$ cat config.mk
export PLATFORM = sky130hd
export DESIGN_NAME = demux4s
export DESIGN_NICKNAME = d
export VERILOG_FILES = /design/src/rtl/demux4s_pkg.sv /design/src/rtl/demux_lane.sv /design/src/rtl/demux4s.sv
export SDC_FILE = /design/constraint.sdc
export NUM_CORES = 1
export LEC_CHECK = 0
export CAP_MARGIN = 20
export CORE_UTILIZATION = 45
export CTS_CLUSTER_SIZE = 28
export DETAILED_ROUTE_END_ITERATION = 8
export PLACE_DENSITY = 0.68
export REMOVE_ABC_BUFFERS = 1
export SLEW_MARGIN = 20
export SYNTH_ARGS = -nofsm -noshare
export SYNTH_HDL_FRONTEND = slang
export SYNTH_HIERARCHICAL = 1
export SYNTH_SLANG_ARGS = --single-unit
$ cat constraint.sdc
create_clock -name clk_i -period 2.1 [get_ports clk_i]
set_input_delay 0.21 -clock clk_i [delete_from_list [all_inputs] [get_ports clk_i]]
set_output_delay 0.21 -clock clk_i [all_outputs]
set_load 0.02 [all_outputs]
$ cat src/rtl/demux4s_pkg.sv
// ==================================================================
// demux4s_pkg : shared lane constants and the Q lane-ordering macro
// Rev 1.0
// ==================================================================
`default_nettype none

// The word is packed as {lane3, lane2, lane1, lane0}; the mux side uses the same macro.
`define DEMUX4_PACK(l3, l2, l1, l0) {l3, l2, l1, l0}

package demux4s_pkg;
  localparam int LANES = 4;
  localparam int SEL_W = 2;

  typedef logic [SEL_W-1:0] lane_sel_t;
endpackage

`default_nettype wire

$ cat src/rtl/demux_lane.sv
// ==================================================================
// demux_lane : W-bit left shift register, load enable, sync clear
// Rev 1.0
// ==================================================================
`default_nettype none

module demux_lane #(
  parameter int W = 8
) (
  input  logic         clk_i,
  input  logic         rst_i,
  input  logic         clr_i,
  input  logic         en_i,
  input  logic         d_i,
  output logic [W-1:0] nxt_o
);

  logic [W-1:0] lane_q;
  logic [W-1:0] lane_d;

  // Clear with enable restarts the lane with d_i as its first (MSB-bound) bit.
  always_comb begin
    lane_d = lane_q;
    if (clr_i) begin
      lane_d = en_i ? W'(d_i) : '0;
    end else if (en_i) begin
      lane_d = (lane_q << 1) | W'(d_i);
    end
  end

  always_ff @(posedge clk_i) begin
    if (rst_i) begin
      lane_q <= '0;
    end else begin
      lane_q <= lane_d;
    end
  end

  assign nxt_o = lane_d;

endmodule

`default_nettype wire

$ cat src/rtl/demux4s.sv
// ==================================================================
// demux4s : serial-to-4-lane demultiplexer with valid/ack handshake
// Rev 1.0
// ==================================================================
`default_nettype none

module demux4s
  import demux4s_pkg::*;
#(
  parameter int W = 8
) (
  input  logic             clk_i,
  input  logic             rst_i,
  input  logic             ce_i,
  input  logic             d_i,
  input  logic             sync_i,
  input  logic             ack_i,
  output logic [4*W-1:0]   q_o,
  output logic             vld_o,
  output logic             ovf_o,
  output logic [SEL_W-1:0] slot_o
);

  localparam int                BITS  = LANES * W;
  localparam int                CNT_W = $clog2(BITS);
  localparam logic [CNT_W-1:0]  LAST  = CNT_W'(BITS - 1);

  logic [CNT_W-1:0] cnt_q, cnt_d;
  logic [4*W-1:0]   q_q, q_d;
  logic             vld_q, vld_d;
  logic             ovf_q, ovf_d;

  logic             w_accept;
  logic             w_complete;
  logic [LANES-1:0] w_en;
  logic [W-1:0]     w_nxt [LANES];

  assign w_accept   = ce_i & ~sync_i;
  assign w_complete = w_accept && (cnt_q == LAST);

  generate
    for (genvar i = 0; i < LANES; i++) begin : g_lane
      assign w_en[i] = sync_i ? (ce_i && (i == 0))
                              : (w_accept && (cnt_q[SEL_W-1:0] == lane_sel_t'(i)));

      demux_lane #(.W(W)) u_lane (
        .clk_i (clk_i),
        .rst_i (rst_i),
        .clr_i (sync_i),
        .en_i  (w_en[i]),
        .d_i   (d_i),
        .nxt_o (w_nxt[i])
      );
    end
  endgenerate

  // Q is taken from the lanes' next values so the final bit lands in this word.
  always_comb begin
    cnt_d = cnt_q;
    if (sync_i) begin
      cnt_d = ce_i ? CNT_W'(1) : '0;
    end else if (ce_i) begin
      cnt_d = (cnt_q == LAST) ? '0 : cnt_q + CNT_W'(1);
    end
    q_d   = w_complete ? `DEMUX4_PACK(w_nxt[3], w_nxt[2], w_nxt[1], w_nxt[0]) : q_q;
    vld_d = w_complete | (vld_q & ~ack_i);
    ovf_d = ovf_q | (w_complete & vld_q & ~ack_i);
  end

  always_ff @(posedge clk_i) begin
    if (rst_i) begin
      cnt_q <= '0;
      q_q   <= '0;
      vld_q <= 1'b0;
      ovf_q <= 1'b0;
    end else begin
      cnt_q <= cnt_d;
      q_q   <= q_d;
      vld_q <= vld_d;
      ovf_q <= ovf_d;
    end
  end

  assign q_o    = q_q;
  assign vld_o  = vld_q;
  assign ovf_o  = ovf_q;
  assign slot_o = cnt_q[SEL_W-1:0];

endmodule

`default_nettype wire

# [Word-level counts from Yosys, hierarchy flattened]
# Index checks and enable logic that the tools add are counted.
# W data, S select, Z words.
[word_totals] register_bits=71 output_inout_bits=36
[op_classes] addsub=1 n_eq_ne=4 mux=20 n_bitwise=12 n_reduce_logical=7
[ops] operator="$mux W8" count=8
[ops] operator="$or A8 B1 Y8" count=4
[ops] operator="$mux W5" count=3
[ops] operator="$mux W1" count=9
[ops] operator="$add A5 B1 Y5 const B" count=1
[ops] operator="$eq A5 B5 Y1 const B" count=1
[ops] operator="$logic_and A1 B1 Y1" count=5
[ops] operator="$and A1 B1 Y1" count=4
[ops] operator="$eq A2 B2 Y1 const B" count=2
[ops] operator="$eq A2 B1 Y1 const B" count=1
[ops] operator="$logic_not A2 Y1" count=1
[ops] operator="$not A1 Y1" count=2
[ops] operator="$or A1 B1 Y1" count=2
[ops] operator="$reduce_bool A2 Y1" count=1

# [Depth between registers and ports, before layout]
# Gate-level depths: netlist (run 1).
[depth] ltp_word=6 mapped_depth=9

# [Cells and area by module]
# The synthesis (run 1) kept the hierarchy.
[by_module_without_submodules] module="demux4s" n_inst=1 cells_each=188 area_per_inst_um2=1532.7 seq_area_each_um2=780.7
[by_module_without_submodules] module="demux_lane" n_inst=4 cells_each=37 area_per_inst_um2=336.6 seq_area_each_um2=160.2

# [Least setup slack after synthesis (run 1)]
# Ideal clock, no wire load.
[synth_timing] path_type="register to register" from="reg cnt_q[0]" to="reg cnt_q[3]" arrival_ps=1644 t_required_ps=2021 path_slack_ps=377 stages_incl_launch_ff=6 path_cell_list="dfxtp_1 > ha_1 > and3_1 > ha_1 > or4_4 > a211oi_2"
[synth_between] elab_chain_cells=4
[synth_rtl] item="start: declaration" line_no="demux4s.sv:28" text="logic [CNT_W-1:0] cnt_q, cnt_d;"
[synth_rtl] item="start signal: assignment" line_no="demux4s.sv:77" text="cnt_q <= cnt_d;"
[synth_rtl] item="$add A5 B1 Y5 / $eq A5 B5 Y1 (equally long branches)" line_no="demux4s.sv:63" text="cnt_d = (cnt_q == LAST) ? '0 : cnt_q + CNT_W'(1);"
[synth_rtl] item="$mux W5 *" line_no="demux4s.sv:63"
[synth_rtl] item="$mux W5 *" line_no="demux4s.sv:62" text="end else if (ce_i) begin"
[synth_rtl] item="$mux W5 *" line_no="demux4s.sv:60" text="if (sync_i) begin"
# Every way passes the cells marked *; elsewhere a longest branch is shown, timed or not. The select of a mux whose other input is x is not followed.
# A chain may end at the register's enable or synchronous reset.

# [Worst setup path in the final report (run 1)]
[layout_timing] from="reg cnt_q[0]" to="reg ovf_q (netlist: ovf_o)"
[layout_between] elab_chain_cells=5
[layout_rtl] item="$eq A5 B5 Y1" line_no="demux4s.sv:39" text="assign w_complete = w_accept && (cnt_q == LAST);"
[layout_rtl] item="$logic_and A1 B1 Y1" line_no="demux4s.sv:39"
[layout_rtl] item="$and A1 B1 Y1 (2 in series)" line_no="demux4s.sv:67" text="ovf_d = ovf_q | (w_complete & vld_q & ~ack_i);"
[layout_rtl] item="$or A1 B1 Y1" line_no="demux4s.sv:67"
[layout_rtl] item="end signal: assignment" line_no="demux4s.sv:80" text="ovf_q <= ovf_d;"
[layout_rtl] item="end: declaration" line_no="demux4s.sv:31" text="logic ovf_q, ovf_d;"
# Every way passes these cells.

==> results of run 1 <==
worst max-delay path: cells and delay by family (launching register included):
family | cells | cell delay [ns]
AO/OA/AOI/OAI | 1 | 0.18
adder cells (fa/ha/maj) | 2 | 0.50
buffers and inverters | 1 | 0.23
flip-flops | 1 | 0.44
AND/OR/NAND/NOR | 3 | 0.46
metal layers:
metal  track usage  routed length [µm]
met2         0.293                2580
met3        0.0733                 259
met1         0.203                2540
met4        0.0667                  74
met5             0                   0
power groups by stage:
stage	Clock, mW	Sequential (mW)	Combinational, mW
2_1_floorplan	0	1.39	0.0364
3_3_place_gp	0	1.38	0.100
3_5_place_dp	0	1.38	0.100
4_1_cts	1.08	1.35	0.101
5_1_grt	1.15	1.35	0.110
6_report	1.05	1.35	0.0995
per-stage QoR:
stage / total power, mW / utilization / hold slack [ns] / TNS [ns]
global placement: 1.48 / 0.550 / 0.443 / 0
finish: 2.50 / 0.582 / 0.308 / 0
detailed placement: 1.48 / 0.550 / 0.446 / 0
global route: 2.61 / 0.582 / 0.317 / 0
CTS: 2.53 / 0.582 / 0.303 / 0
floorplan: 1.42 / - / 0.272 / -1.54
worst min path at each step:
stage | to | slack (ns) | startpoint
3_3_place_gp | q_o[25] | 0.44 | q_o[25]
2_1_floorplan | g_lane[0].u_lane/lane_q[0] | 0.27 | rst_i
5_1_grt | g_lane[0].u_lane/lane_q[0] | 0.32 | rst_i
6_report | g_lane[0].u_lane/lane_q[0] | 0.31 | rst_i
4_1_cts | g_lane[0].u_lane/lane_q[0] | 0.30 | rst_i
3_5_place_dp | q_o[21] | 0.45 | q_o[21]
registers in the layout (all words and copies together) (netlist names):
register and cells:
g_lane.u_lane/lane_q 32, q_o 32, cnt_q 5, ovf_o 1, vld_o 1
logic make-up (layout without fill, tap and decap cells):
kind of cell | after synthesis | count (layout) | share of synthesized area
AND/OR/NAND/NOR | 155 | 155 | 0.231
adder cells (fa/ha/maj) | 5 | 5 | 0.0217
multiplexers | 30 | 30 | 0.104
AO/OA/AOI/OAI | 45 | 45 | 0.0882
flip-flops | 71 | 71 | 0.494
buffers and inverters | 30 | 76 | 0.0613
cells in the final DEF (no fill, tap or decap), types with 2 or more instances in the layout:
cell type	n
buf_4	16
nor2_1	61
clkbuf_1	3
clkbuf_8	10
mux2i_1	30
and2_1	3
o21ai_1	2
ha_1	5
or2_1	4
inv_1	2
or3b_4	4
dfxtp_1	71
nand2_1	72
a21oi_2	4
a21oi_1	35
nor3_1	3
clkdlybuf4s50_1	40
layout make-up:
cell class / instances / area (µm²) / area share
tap: 75 / 93.8 / 0.0266
clock inverter: 3 / 42.5 / 0.0121
multi-input combinational: 235 / 1280 / 0.364
sequential: 71 / 1420 / 0.403
timing repair buffer: 57 / 526 / 0.149
clock buffer: 13 / 149 / 0.0422
inverter: 3 / 11.3 / 0.00319
==> metrics.md, run 1 <==
| Metric | Value |
|---|---|
| Outcome | finished clean |
| Syn_area_per_cell | 8.57 µm² |
| # IOs | 42 |
| RSZ-0062 raised after global routing | no |
| First-pass GRT wire length | 8870 µm |
| Vias/cell | about 4.9 |
| Ys async rst share | 0 |
| Fin crit period | approximately 1.9 ns |
| Crit Path Class | flip-flop to flip-flop |
| CP endpoint kind | flip-flop |
| Top cells by area, synth | dfxtp_1 (49%), mux2i_1 (10%), nand2_1 (9.4%) |
| Register-to-Register Setup Slack | between 0.2 and 0.25 ns |
| CTS tree | done |
| Startpoint types | flip-flop |
| Clock Tree Root | clkbuf_8 |
| Maximum vdd ir drop | ~530 µV |
| Die ar. | 6720 µm² |
| Gr usage total | 0.177 |
| Routed length per instance | 11.9 µm |
| Filler cell count | 570 |
| Top cell by count, worst path | ha_1 |
| Synthesized instance count | about 340 |
| CP endpoint | ovf_o |
| Int Power | 1.97 mW |
| # placed instances | 441 |
| Yosys cell types | 30 |
| MaxCap Viol Count | 0 |
| R2R Path End | ovf_o |
| Finished Layout Cells | 457 |
| Vias in the first global route | 2006 |
| Congestion Overflow GR | 0 |
| Clock network fraction of design power | 0.420 |
| DRT antenna net count | 0 |
| Cell taking the most area after synthesis | dfxtp_1 |
| DRC errors left | 0 |
| Initial Utilization | 0.475 |
| Post-synth top area share | 0.494 |
| Setup Buffers After CTS | 0 |
| Cell area after layout | 3520 µm² |
| CTS Buf Count | 9 |
| Largest net degree at the start of global routing | 28 |
| Pre-CTS WS | 0.224 ns |
| Post-CTS Hold Fix Bufs | 0 |
| Final worst slack | roughly 0.24 ns |
| Rows | 28 |
| Hold Vio Cnt, Final | 0 |
| Final Cycle Share | 0.884 |
| Die W | between 80 and 90 µm |
| Die Y | 82.0 µm |
| Hold crit path type | input pin to flip-flop |
| Critical-path top delay cell | dfxtp_1 |
| PwrDens | 710 nW/µm² |
| Top post-synthesis cells by count | nand2_1 (72), dfxtp_1 (71), nor2_1 (61) |
| Arrival @ worst endpoint | 2.14 ns |
| CTS resizes | 0 |
| GP Congestion | roughly 0.91 |
| CP max stage delay | 0.44 ns |
| Clock Sinks | 71 |
| Ys Warns | 6 |
| R2R cell count | 7 |
| Pre-antenna DRT Iters | 4 |
| Main synth FF type | dfxtp_1 |
| Sw Ratio | 0.214 |
| H-tree levels | 3 |
| Cell Area, Placed | 3330 µm² |
| Iter 0 DRT Violations | 89 |
| Worst Skew | 0.00559 ns |
| Worst R2R Start | cnt_q[0] |
| Worst-Skew Late Latency | 0.34 ns |
| # diodes | 0 |
| Fmax | 0.539 GHz |
| Hold path depth | 2 |
| HPWL Detailed | 3800 µm |
| NetSw | 536 µW |
| Nets@finish | 388 |
| Synthesis-stage register bit count | 71 |
| Leak | roughly 1.3 nW |
| Drt total wl | 5450 µm |
| Start point of the critical path | cnt_q[0] |
| PortBufs | approximately 40 |
| Sequential power share | 0.540 |
| Max Slew Vio Count | 0 |
| Worst slew pin tran | 0.445 ns |
| Mapped Area | 2880 µm² |
| Critical Path RT | 2.38 ns |
| Syn-to-layout area delta | 22.4% |
| Layout cell share with drive strength beyond 1 | 0.107 |
| Worst-case clock buffer depth | 2 |
| Via count | around 2200 |
| Seq/Total Area, Yosys | 0.494 |
| Antenna violations before repair | 0 |
| Worst-path fanout max | 10 |
| Core area | 6060 µm² |
| Comb power frac | 0.040 |
| Setup violators final | 0 |
| Count leader, synth | nand2_1 |
| Critical path cell sequence | ha_1 -> and3_1 -> ha_1 -> nand3b_1 -> buf_4 -> o21ba_1 -> nor2_1 |
| Worst-path clk slew | 0.07 ns |
| Rel. slew slack | 0.703 |
| Post-synth EDFFs | 0 |
No activity file was read; power rests on OpenSTA's default activity.
==> run 2, diff against run 1 <==
--- a/config.mk
+++ b/config.mk
@@ -11,7 +11,6 @@
 export DETAILED_ROUTE_END_ITERATION = 8
 export PLACE_DENSITY = 0.68
 export REMOVE_ABC_BUFFERS = 1
-export SLEW_MARGIN = 20
 export SYNTH_ARGS = -nofsm -noshare
 export SYNTH_HDL_FRONTEND = slang
 export SYNTH_HIERARCHICAL = 1
==> results of run 2 <==
Final layout, timing and power as in run 1 (identical DEF).
